File: config.mk
export PLATFORM = sky130hd
export DESIGN_NAME = sound_sequencer_flat
export DESIGN_NICKNAME = d
export VERILOG_FILES = /design/src/rtl/sound_pkg.sv /design/src/rtl/sound_sequencer_if.sv /design/src/rtl/tone_gen.sv /design/src/rtl/sound_sequencer.sv /design/src/flat_wrapper.sv
export SDC_FILE = /design/constraint.sdc
export NUM_CORES = 1
export LEC_CHECK = 0
export BUFFER_PORTS_ARGS = -buffer_cell sky130_fd_sc_hd__buf_2
export CORE_MARGIN = 5
export CORE_UTILIZATION = 45
export DETAILED_ROUTE_END_ITERATION = 10
export GPL_ROUTABILITY_DRIVEN = 0
export HOLD_SLACK_MARGIN = 0.05
export SETUP_SLACK_MARGIN = 0.3
export SLEW_MARGIN = 20
export SYNTH_ARGS = -nofsm -noshare
export SYNTH_HDL_FRONTEND = slang
export SYNTH_SLANG_ARGS = --single-unit
export TNS_END_PERCENT = 50
File: constraint.sdc
create_clock -name clk -period 2.6 [get_ports clk]
set_input_delay 0.52 -clock clk [delete_from_list [all_inputs] [get_ports clk]]
set_output_delay 0.52 -clock clk [all_outputs]
set_load 0.1 [all_outputs]
File: src/rtl/sound_pkg.sv
// sound_pkg: shared event codes, FSM encoding and default tone constants
package sound_pkg;
  localparam int unsigned CLK_HZ = 50_000_000;
  localparam int unsigned DEF_PADDLE_HALF = 56818;
  localparam int unsigned DEF_WALL_HALF = 75757;
  localparam int unsigned DEF_SCORE_HALF = 28409;
  localparam int unsigned DEF_SCORE2_HALF = 18939;
  localparam int unsigned DEF_DUR_CYCLES = 250000;
  localparam int unsigned DEF_GAP_CYCLES = 25000;
  typedef enum logic [1:0] {EVT_NONE = 2'd0, EVT_PADDLE = 2'd1, EVT_WALL = 2'd2, EVT_SCORE = 2'd3} evt_t;
  typedef enum logic [1:0] {IDLE = 2'd0, TONE = 2'd1, GAP = 2'd2} state_t;
endpackage

File: src/rtl/sound_sequencer_if.sv
// sound_sequencer_if: game-event inputs and audio/status outputs of the sequencer
interface sound_sequencer_if;
  logic enable;
  logic paddle_hit;
  logic wall_hit;
  logic score1;
  logic score2;
  logic audio_out;
  logic busy;
  logic [1:0] cur_evt;
  modport master (output enable, paddle_hit, wall_hit, score1, score2, input audio_out, busy, cur_evt);
  modport slave (input enable, paddle_hit, wall_hit, score1, score2, output audio_out, busy, cur_evt);
endinterface

File: src/rtl/tone_gen.sv
// tone_gen: square wave with period 2*half, counter and phase held at 0 while not running
module tone_gen #(
  parameter int unsigned HW = 17
) (
  input  logic          clk,
  input  logic          rst_n,
  input  logic          run,
  input  logic [HW-1:0] half,
  output logic          wave
);
  logic [HW-1:0] cnt;
  // count 0..half-1, toggling the phase on each wrap
  always_ff @(posedge clk or negedge rst_n) begin
    if (!rst_n) begin
      cnt <= '0;
      wave <= 1'b0;
    end else if (!run) begin
      cnt <= '0;
      wave <= 1'b0;
    end else if (cnt == half - HW'(1)) begin
      cnt <= '0;
      wave <= ~wave;
    end else begin
      cnt <= cnt + HW'(1);
    end
  end
endmodule

File: src/rtl/sound_sequencer.sv
// sound_sequencer: latches Pong sound events and plays them one at a time on a shared tone generator
module sound_sequencer
  import sound_pkg::*;
#(
  parameter int unsigned PADDLE_HALF = DEF_PADDLE_HALF,
  parameter int unsigned WALL_HALF = DEF_WALL_HALF,
  parameter int unsigned SCORE_HALF = DEF_SCORE_HALF,
  parameter int unsigned SCORE2_HALF = DEF_SCORE2_HALF,
  parameter int unsigned DUR_CYCLES = DEF_DUR_CYCLES,
  parameter int unsigned GAP_CYCLES = DEF_GAP_CYCLES,
  parameter int unsigned HW = 17,
  parameter int unsigned DW = 20
) (
  input logic clk,
  input logic rst_n,
  sound_sequencer_if.slave bus
);
  localparam logic [DW-1:0] DUR_L = DW'(DUR_CYCLES - 1);
  localparam logic [DW-1:0] GAP_L = DW'(GAP_CYCLES - 1);
  state_t state, state_nx;
  evt_t cur_evt, winner;
  logic pend_score, pend_paddle, pend_wall, any, grant, last, note, run, wave;
  logic [DW-1:0] cnt;
  logic [HW-1:0] half;
  assign any = pend_score || pend_paddle || pend_wall;
  assign winner = pend_score ? EVT_SCORE : pend_paddle ? EVT_PADDLE : EVT_WALL;
  assign grant = bus.enable && state == IDLE && any;
  assign last = cnt == '0;
  assign run = bus.enable && state == TONE;
  assign half = cur_evt == EVT_PADDLE ? HW'(PADDLE_HALF) :
                cur_evt == EVT_WALL ? HW'(WALL_HALF) :
                note ? HW'(SCORE2_HALF) : HW'(SCORE_HALF);
  // one-deep pending flags; a new pulse wins over the grant clear, mute empties them
  always_ff @(posedge clk or negedge rst_n) begin
    if (!rst_n) begin
      pend_score <= 1'b0;
      pend_paddle <= 1'b0;
      pend_wall <= 1'b0;
    end else begin
      pend_score <= bus.enable && (bus.score1 || bus.score2 || (pend_score && !(grant && winner == EVT_SCORE)));
      pend_paddle <= bus.enable && (bus.paddle_hit || (pend_paddle && !(grant && winner == EVT_PADDLE)));
      pend_wall <= bus.enable && (bus.wall_hit || (pend_wall && !(grant && winner == EVT_WALL)));
    end
  end
  // state register
  always_ff @(posedge clk or negedge rst_n) begin
    if (!rst_n) state <= IDLE;
    else state <= state_nx;
  end
  // next state: tone runs for its duration, then a gap; score gap loops back once for note 1
  always_comb begin
    state_nx = state;
    if (!bus.enable) state_nx = IDLE;
    else if (state == IDLE && any) state_nx = TONE;
    else if (state == TONE && last) state_nx = GAP;
    else if (state == GAP && last) state_nx = (cur_evt == EVT_SCORE && !note) ? TONE : IDLE;
  end
  // duration/gap counter, note index and the event currently playing
  always_ff @(posedge clk or negedge rst_n) begin
    if (!rst_n) begin
      cur_evt <= EVT_NONE;
      note <= 1'b0;
      cnt <= '0;
    end else if (!bus.enable) begin
      cur_evt <= EVT_NONE;
      note <= 1'b0;
      cnt <= '0;
    end else if (grant) begin
      cur_evt <= winner;
      note <= 1'b0;
      cnt <= DUR_L;
    end else if (state == TONE) begin
      cnt <= last ? GAP_L : cnt - DW'(1);
    end else if (state == GAP && !last) begin
      cnt <= cnt - DW'(1);
    end else if (state == GAP && state_nx == TONE) begin
      note <= 1'b1;
      cnt <= DUR_L;
    end else if (state == GAP) begin
      cur_evt <= EVT_NONE;
    end
  end
  tone_gen #(.HW(HW)) u_tone (.clk(clk), .rst_n(rst_n), .run(run), .half(half), .wave(wave));
  // outputs: audio is gated combinationally so mute silences within the same cycle
  always_comb begin
    bus.busy = state != IDLE;
    bus.audio_out = wave && run;
    bus.cur_evt = cur_evt;
  end
endmodule

File: src/flat_wrapper.sv
// flat-port wrapper written by rule: the top's interface ports become plain ports
module sound_sequencer_flat import sound_pkg::*;
#(
  parameter int unsigned PADDLE_HALF = DEF_PADDLE_HALF,
  parameter int unsigned WALL_HALF = DEF_WALL_HALF,
  parameter int unsigned SCORE_HALF = DEF_SCORE_HALF,
  parameter int unsigned SCORE2_HALF = DEF_SCORE2_HALF,
  parameter int unsigned DUR_CYCLES = DEF_DUR_CYCLES,
  parameter int unsigned GAP_CYCLES = DEF_GAP_CYCLES,
  parameter int unsigned HW = 17,
  parameter int unsigned DW = 20
)
  (clk, rst_n, bus_enable, bus_paddle_hit, bus_wall_hit, bus_score1, bus_score2, bus_audio_out, bus_busy, bus_cur_evt);
  sound_sequencer_if bus_i ();
  input logic clk;
  input logic rst_n;
  input wire logic [$bits(bus_i.enable)-1:0] bus_enable;
  input wire logic [$bits(bus_i.paddle_hit)-1:0] bus_paddle_hit;
  input wire logic [$bits(bus_i.wall_hit)-1:0] bus_wall_hit;
  input wire logic [$bits(bus_i.score1)-1:0] bus_score1;
  input wire logic [$bits(bus_i.score2)-1:0] bus_score2;
  output wire logic [$bits(bus_i.audio_out)-1:0] bus_audio_out;
  output wire logic [$bits(bus_i.busy)-1:0] bus_busy;
  output wire logic [$bits(bus_i.cur_evt)-1:0] bus_cur_evt;
  assign bus_i.enable = bus_enable;
  assign bus_i.paddle_hit = bus_paddle_hit;
  assign bus_i.wall_hit = bus_wall_hit;
  assign bus_i.score1 = bus_score1;
  assign bus_i.score2 = bus_score2;
  assign bus_audio_out = bus_i.audio_out;
  assign bus_busy = bus_i.busy;
  assign bus_cur_evt = bus_i.cur_evt;
  sound_sequencer #(.PADDLE_HALF(PADDLE_HALF), .WALL_HALF(WALL_HALF), .SCORE_HALF(SCORE_HALF), .SCORE2_HALF(SCORE2_HALF), .DUR_CYCLES(DUR_CYCLES), .GAP_CYCLES(GAP_CYCLES), .HW(HW), .DW(DW)) u_core (.clk(clk), .rst_n(rst_n), .bus(bus_i));
endmodule
==> results of run 1 <==
-- per-stage QoR --
stage / setup slack, ns / total power [mW]
after floorplan: 0.317 / 1.23
after global placement: 0.466 / 1.36
after detailed placement: 0.382 / 1.36
after CTS: 0.312 / 1.91
after global routing: 0.229 / 2.00
final: 0.373 / 1.91
-- worst paths after layout --
kind / slack [ns] / cells after the start / endpoint / startpoint
min in group clk: 0.43 / 3 / u_core.pend_wall / bus_wall_hit
max in group asynchronous: 2.18 / 2 / u_core.u_tone.cnt[3] / rst_n
max: 0.37 / 6 / u_core.cnt[15] / u_core.cnt[12]
min: 0.18 / 2 / u_core.cnt[1] / rst_n
max reg2reg: 0.37 / 6 / u_core.cnt[15] / u_core.cnt[12]
min reg2reg: 0.55 / 1 / u_core.cnt[18] / u_core.cnt[18]
-- cell usage after synthesis, types with 3 or more instances --
cell type and number:
a211o_1 3, a21o_1 3, a21oi_1 12, a31oi_1 11, and3_1 8, buf_2 3
clkbuf_1 9, dfrtp_1 46, inv_1 9, mux2i_1 3, nand2_1 25, nand2b_1 4
nand3_1 15, nand4_1 3, nor2_1 22, nor2b_1 4, nor3_1 26, nor3b_1 5
nor4_1 6, o221a_2 4, o22ai_1 4, o2bb2ai_1 3, or2_2 4, or3_1 4
xnor2_1 8, xor2_1 9
-- flip-flops by register name, summed over array words and instances, names as in the netlist --
| signal | cells |
|---|---|
| u_core.u_tone.wave | 1 |
| u_core.note | 1 |
| u_core.pend_score | 1 |
| u_core.state | 2 |
| u_core.bus.cur_evt | 2 |
| u_core.cnt | 20 |
| u_core.u_tone.cnt | 17 |
| u_core.pend_paddle | 1 |
| u_core.pend_wall | 1 |
-- critical path, cell delays in order, from the launching register on --
cell and delay [ns]:
dfrtp_1 0.48, nor4_4 0.44, nand3_2 0.20, o41ai_4 0.45
buf_4 0.20, a22oi_1 0.08, o221a_2 0.26
-- area by class of cell --
class                      count  area (um2)  area share
multi-input combinational    237        1610       0.508
sequential                    46        1160       0.365
timing repair buffer          23         163      0.0512
tap                           77        96.3      0.0303
clock buffer                   6        72.6      0.0229
clock inverter                 2        37.5      0.0118
inverter                       9        33.8      0.0106
-- power groups by stage --
stage                     registers (mW)  clock network (mW)  logic, mW
final                              0.876               0.556      0.482
after global routing               0.887               0.587      0.531
after CTS                          0.876               0.561      0.474
after detailed placement           0.889                   0      0.473
after global placement             0.889                   0      0.466
after floorplan                    0.883                   0      0.344
-- cell families after synthesis --
group           Yosys count  share of synthesized area
flops                    46                      0.404
fa+ha+maj                 3                     0.0123
simple gates            143                      0.279
xor+xnor                 17                     0.0522
compound gates           68                      0.193
mux                       6                     0.0237
buf+inv                  23                     0.0356
-- what timing repair did --
item,CTS,global route
setup endpoints to repair,1,12
resized for setup,1,2
setup buffers,0,2
pin swaps,0,4
-- routing by layer --
| metal | vias to the layer above | part of all wire | track usage |
|---|---|---|---|
| li1 | 1180 | - | - |
| met1 | 1217 | 0.51 | 0.287 |
| met2 | 54 | 0.43 | 0.258 |
| met3 | 7 | 0.055 | 0.0310 |
| met4 | 0 | 0.0073 | 0.0582 |
| met5 | - | 0 | 0 |
==> metrics.cfg, run 1 <==
[drt]
drt-wirelength-per-cell_um=17.6
antenna_violating_nets_post_route=0
routed_wl_um=7030
drc_marker_count_from_the_first_detailed_route_iteration=139
drt_pre_antenna_iters=4
drc_violation_count_after_routing=0
dr_total_vias=2458
via_per_inst=6.15

[final_layout]
stdcell_count=400
layout_common_cells=44 x dfrtp_1, 26 x nor3_1, 25 x nand2_1, 22 x nor2_1, 15 x nand3_1
mostFrequentLayoutCell=dfrtp_1
fillerInstances=587
fin_area_mm2=0.00318
num_antenna_cells=0
synthToLayoutAreaGrowth_pct=11.4
final_layout_size_suffix_gt1_frac=0.164
fin_util=0.509
nNetsFinal=331

[logic_synthesis]
post-synth-top-area-cell=dfrtp_1
synth.area.top_cells=dfrtp_1 40%, nor3_1 4.6%, nand2_1 3.3%
synthesis.yosys.warnings=0
synth.net_count=315
mapped_area_mm2=0.00285
ys_dominant_reg_cell=dfrtp_1
synth_area_per_cell_um2=9.31
synth_async_sr_flop_share=1.00
synth-edff-count=0
postSynthRegisterBits=46
yosysUniqueCellTypes=67
synth_top_area_share=0.404
synth_cells=306
seq_area_frac_synth=0.404

[critical_path]
worstSetupPathType=flip-flop to flip-flop
worst-endpoint-required_ns=2.78
worst-path-max-fanout=7
worstPathArrival_ns=2.41
critical_path.endpoint_type=flip-flop
startpoint_type=flip-flop

[grt]
grt_max_degree=47
wire_length_of_the_first_global_routing_pass_um=11600
grt.total_usage=0.185
grt_antenna_before_repair=0
grt_overflow=0
grt_pass1_vias=2286

[sta]
skew_ns=0.0203
post-route-min-period_ns=2.23
ratio_of_final_minimum_period_to_clock_period=0.857
fmax_mhz=449
timing.final.hold_violations=0
unrepaired_setup_endpoints_after_global_routing=yes
timing.final.max_slew_violations=0
maxSlewHeadroom=0.548
max_slew.worst_pin.slew_ns=0.672
setup-violations-final=0
setup_tns_ns=0
whs_ns=0.182

[hold_path]
worst_hold_path_type=input pin to asynchronous set/reset pin

[clock_tree]
ctsLongestPathBuffers=2
clk_root_buffer_cell=clkbuf_8
cts_hold_buf=0
cts_tree=done
cts_max_level=2
clk_latency_ns=0.30
tritoncts.num_buffers=5
cts_sinks=46
cts.reportedPaths.clkPinSlew_ns=0.10

[power]
p_leak_nw=1.28
power.share.sequential=0.458
p_int_mw=1.25
ir_drop_v=0.000281
switching_share=0.346
powerDensity_mw_per_mm2=603
clock_power_share=0.290
power.net_switching_mw=0.662
power_frac_comb=0.252

[die]
effective_utilization_at_floorplan=0.457
die-area_mm2=0.00803
num_rows=29
width_of_the_die_um=89.6
fp.coreArea_mm2=0.00624
fp.dieH_um=89.6
floorplan.io_pins=11

[placement]
place_area_mm2=0.00304
placed_cells=390
io_buffer_count=10
dp_hpwl_um=4940

[flow_run]
cap_viol_max_count=0

[status]
status=finished, final reports clean

No activity file was read; power rests on OpenSTA's default activity.
==> inputs of run 2 (changes only) <==
clock period = 2.4 ns   (was 2.6 ns; I/O delays follow)
==> metrics.cfg, run 2 (synthesized netlist as in run 1, its figures left out) <==
[sta]
setup_tns_ns=0  ; unchanged
timing.final.max_slew_violations=0  ; unchanged
maxSlewHeadroom=0.552  ; +0.00452
unrepaired_setup_endpoints_after_global_routing=yes
max_slew.worst_pin.slew_ns=0.672  ; -0.000576 ns
skew_ns=0.0148  ; -0.00542 ns
timing.final.hold_violations=0  ; unchanged
setup-violations-final=0  ; unchanged
setup_slack_ns=0.298  ; -0.0746 ns
ratio_of_final_minimum_period_to_clock_period=0.876  ; +0.0191
post-route-min-period_ns=2.10  ; -0.125 ns
fmax_mhz=476  ; +6.0%

[critical_path]
crit-reg2reg-launch=u_core.cnt[0]
r2r_setup_slack_ns=0.30  ; -0.07 ns
startpoint_type=flip-flop
startpoint=u_core.cnt[0]
worst-path-max-fanout=5  ; -2
worstPathArrival_ns=2.30  ; -0.11 ns
worst-endpoint-required_ns=2.59  ; -0.19 ns
destination_of_the_worst_register_to_register_timing_path=u_core.cnt[9]
r2r.worst_path.cells=7  ; +1
worstSetupPathType=flip-flop to flip-flop
worstSetupEndpoint=u_core.cnt[9]
critical_path.endpoint_type=flip-flop

[final_layout]
num_antenna_cells=0  ; unchanged
synthToLayoutAreaGrowth_pct=20.8
final_layout_size_suffix_gt1_frac=0.279  ; +0.115
layout_top_registers=u_core.cnt: 20 flops, u_core.u_tone.cnt: 17 flops
nNetsFinal=348  ; +5.1%
largest-register=u_core.cnt
layout_common_cells=43 x dfrtp_1, 29 x buf_4, 24 x nand2_1, 20 x nor3_1, 20 x nor2_1
mostFrequentLayoutCell=dfrtp_1
largest_register_ff_count=20  ; unchanged

[grt]
globalRouteMet1Util=0.282  ; -0.00535
grt_max_degree=31  ; -34%
grt_pass1_vias=2388  ; +4.5%
grt_overflow=0  ; unchanged
grt_antenna_before_repair=0  ; unchanged
wire_length_of_the_first_global_routing_pass_um=12000  ; +3.4%
grt_util_met3=0.0301  ; -0.000912
use_met2=0.291  ; +0.0326
grt.total_usage=0.193  ; +0.00871
grt-busiest-layer=met2

[power]
power.share.sequential=0.437  ; -0.021
p_leak_nw=1.37  ; +7.2%
switching_share=0.353  ; +0.00682
clock_power_share=0.268  ; -0.022
ir_drop_v=0.000326  ; +16%
powerDensity_mw_per_mm2=641  ; +6.4%
power.net_switching_mw=0.778  ; +18%
p_int_mw=1.43  ; +14%
power_frac_comb=0.295  ; +0.043

[clock_tree]
clk_root_buffer_cell=clkbuf_8
cts_sinks=46  ; unchanged
clk_latency_ns=0.30  ; about the same
ctsLongestPathBuffers=2  ; unchanged
cts.reportedPaths.clkPinSlew_ns=0.09  ; about the same
cts_max_level=2  ; unchanged
cts_hold_buf=0  ; unchanged
cts_tree=done
tritoncts.num_buffers=5  ; unchanged

[die]
num_rows=29  ; unchanged
floorplan.io_pins=11  ; unchanged
fp.dieH_um=89.6  ; unchanged
width_of_the_die_um=89.6  ; unchanged
fp.coreArea_mm2=0.00624  ; unchanged
die-area_mm2=0.00803  ; unchanged
effective_utilization_at_floorplan=0.457  ; unchanged

[drt]
drt-wirelength-per-cell_um=17.9  ; +2.2%
dr_total_vias=2586  ; +5.2%
routed_wl_um=7480  ; +6.5%
antenna_violating_nets_post_route=0  ; unchanged
drc_violation_count_after_routing=0  ; unchanged
drt_pre_antenna_iters=5  ; +1
via_per_inst=6.20  ; +0.92%
drc_marker_count_from_the_first_detailed_route_iteration=172  ; +24%

[status]
status=finished, final reports clean

[hold_path]
worst_hold_path_type=input pin to asynchronous set/reset pin

[placement]
io_buffer_count=10  ; unchanged
post-place-ws_ns=0.0123  ; -0.370 ns
dp_hpwl_um=5210  ; +5.5%

[flow_run]
cap_viol_max_count=0  ; unchanged

## run 2: cell types whose count changed in the layout (fill, tap and decap cells not counted), moves of 3 or more
cell	delta
nor3_1	-6
nor3_2	+6
nor3b_1	-3
buf_4	+16
## run 2: stage by stage
step           utilization  cells  area [um2]  hold WS (ns)  total power, mW
2_1_floorplan            -    306        2900         0.184             1.34
3_5_place_dp         0.499    398        3120         0.537             1.51
4_1_cts              0.523    408        3260         0.221             2.12
3_3_place_gp         0.499    398        3120         0.538             1.50
6_report             0.552    417        3440         0.201             2.21
5_1_grt              0.552    417        3440         0.250             2.33
## run 2: critical path, stage by stage (launching register included)
cell and delay (ns):
dfrtp_1 0.44, buf_4 0.16, nor4_2 0.26, buf_4 0.18
nand2_1 0.10, or4_4 0.45, and3_1 0.19, a211o_1 0.21
## run 2: layout make-up
type | instances | area [um2]
clock buffers | 6 | 72.6
clock inverters | 2 | 37.5
fillers | 577 | 2800
inverters | 9 | 33.8
multi-input cells | 237 | 1760
flip-flops and latches | 46 | 1160
well taps | 77 | 96.3
repair buffers | 40 | 285
## run 2: per-layer routing
| metal | share of wire | wire length [um] | vias to the layer above |
|---|---|---|---|
| met5 | 0 | 0 | - |
| met4 | 0.013 | 94 | 0 |
| met3 | 0.060 | 452 | 11 |
| met2 | 0.45 | 3370 | 81 |
| met1 | 0.48 | 3570 | 1275 |
| li1 | - | - | 1219 |
## run 2: power by group through the flow
stage	Sequential, mW	Combinational [mW]	Clock (mW)
after CTS	0.951	0.558	0.606
final	0.964	0.651	0.592
after floorplan	0.959	0.379	0
after global routing	0.977	0.710	0.640
after global placement	0.966	0.532	0
after detailed placement	0.966	0.543	0
## run 2: how the worst min path moves through the flow
| stage | start | end | slack, ns | cells after the start |
|---|---|---|---|---|
| final | rst_n | u_core.pend_paddle | 0.20 | 1 |
| after detailed placement | u_core.cnt[10] | u_core.cnt[10] | 0.54 | 1 |
| after global placement | u_core.cnt[18] | u_core.cnt[18] | 0.54 | 1 |
| after global routing | rst_n | u_core.note | 0.25 | 1 |
| after CTS | rst_n | u_core.bus.cur_evt[1] | 0.22 | 1 |
| after floorplan | rst_n | u_core.cnt[0] | 0.18 | 0 |
## run 2: what timing repair did
item,in CTS,in global routing
endpoints found under the setup margin,22,40
buffers inserted,2,8
cloned,0,1
pin swaps,2,8
gates resized for setup,6,27
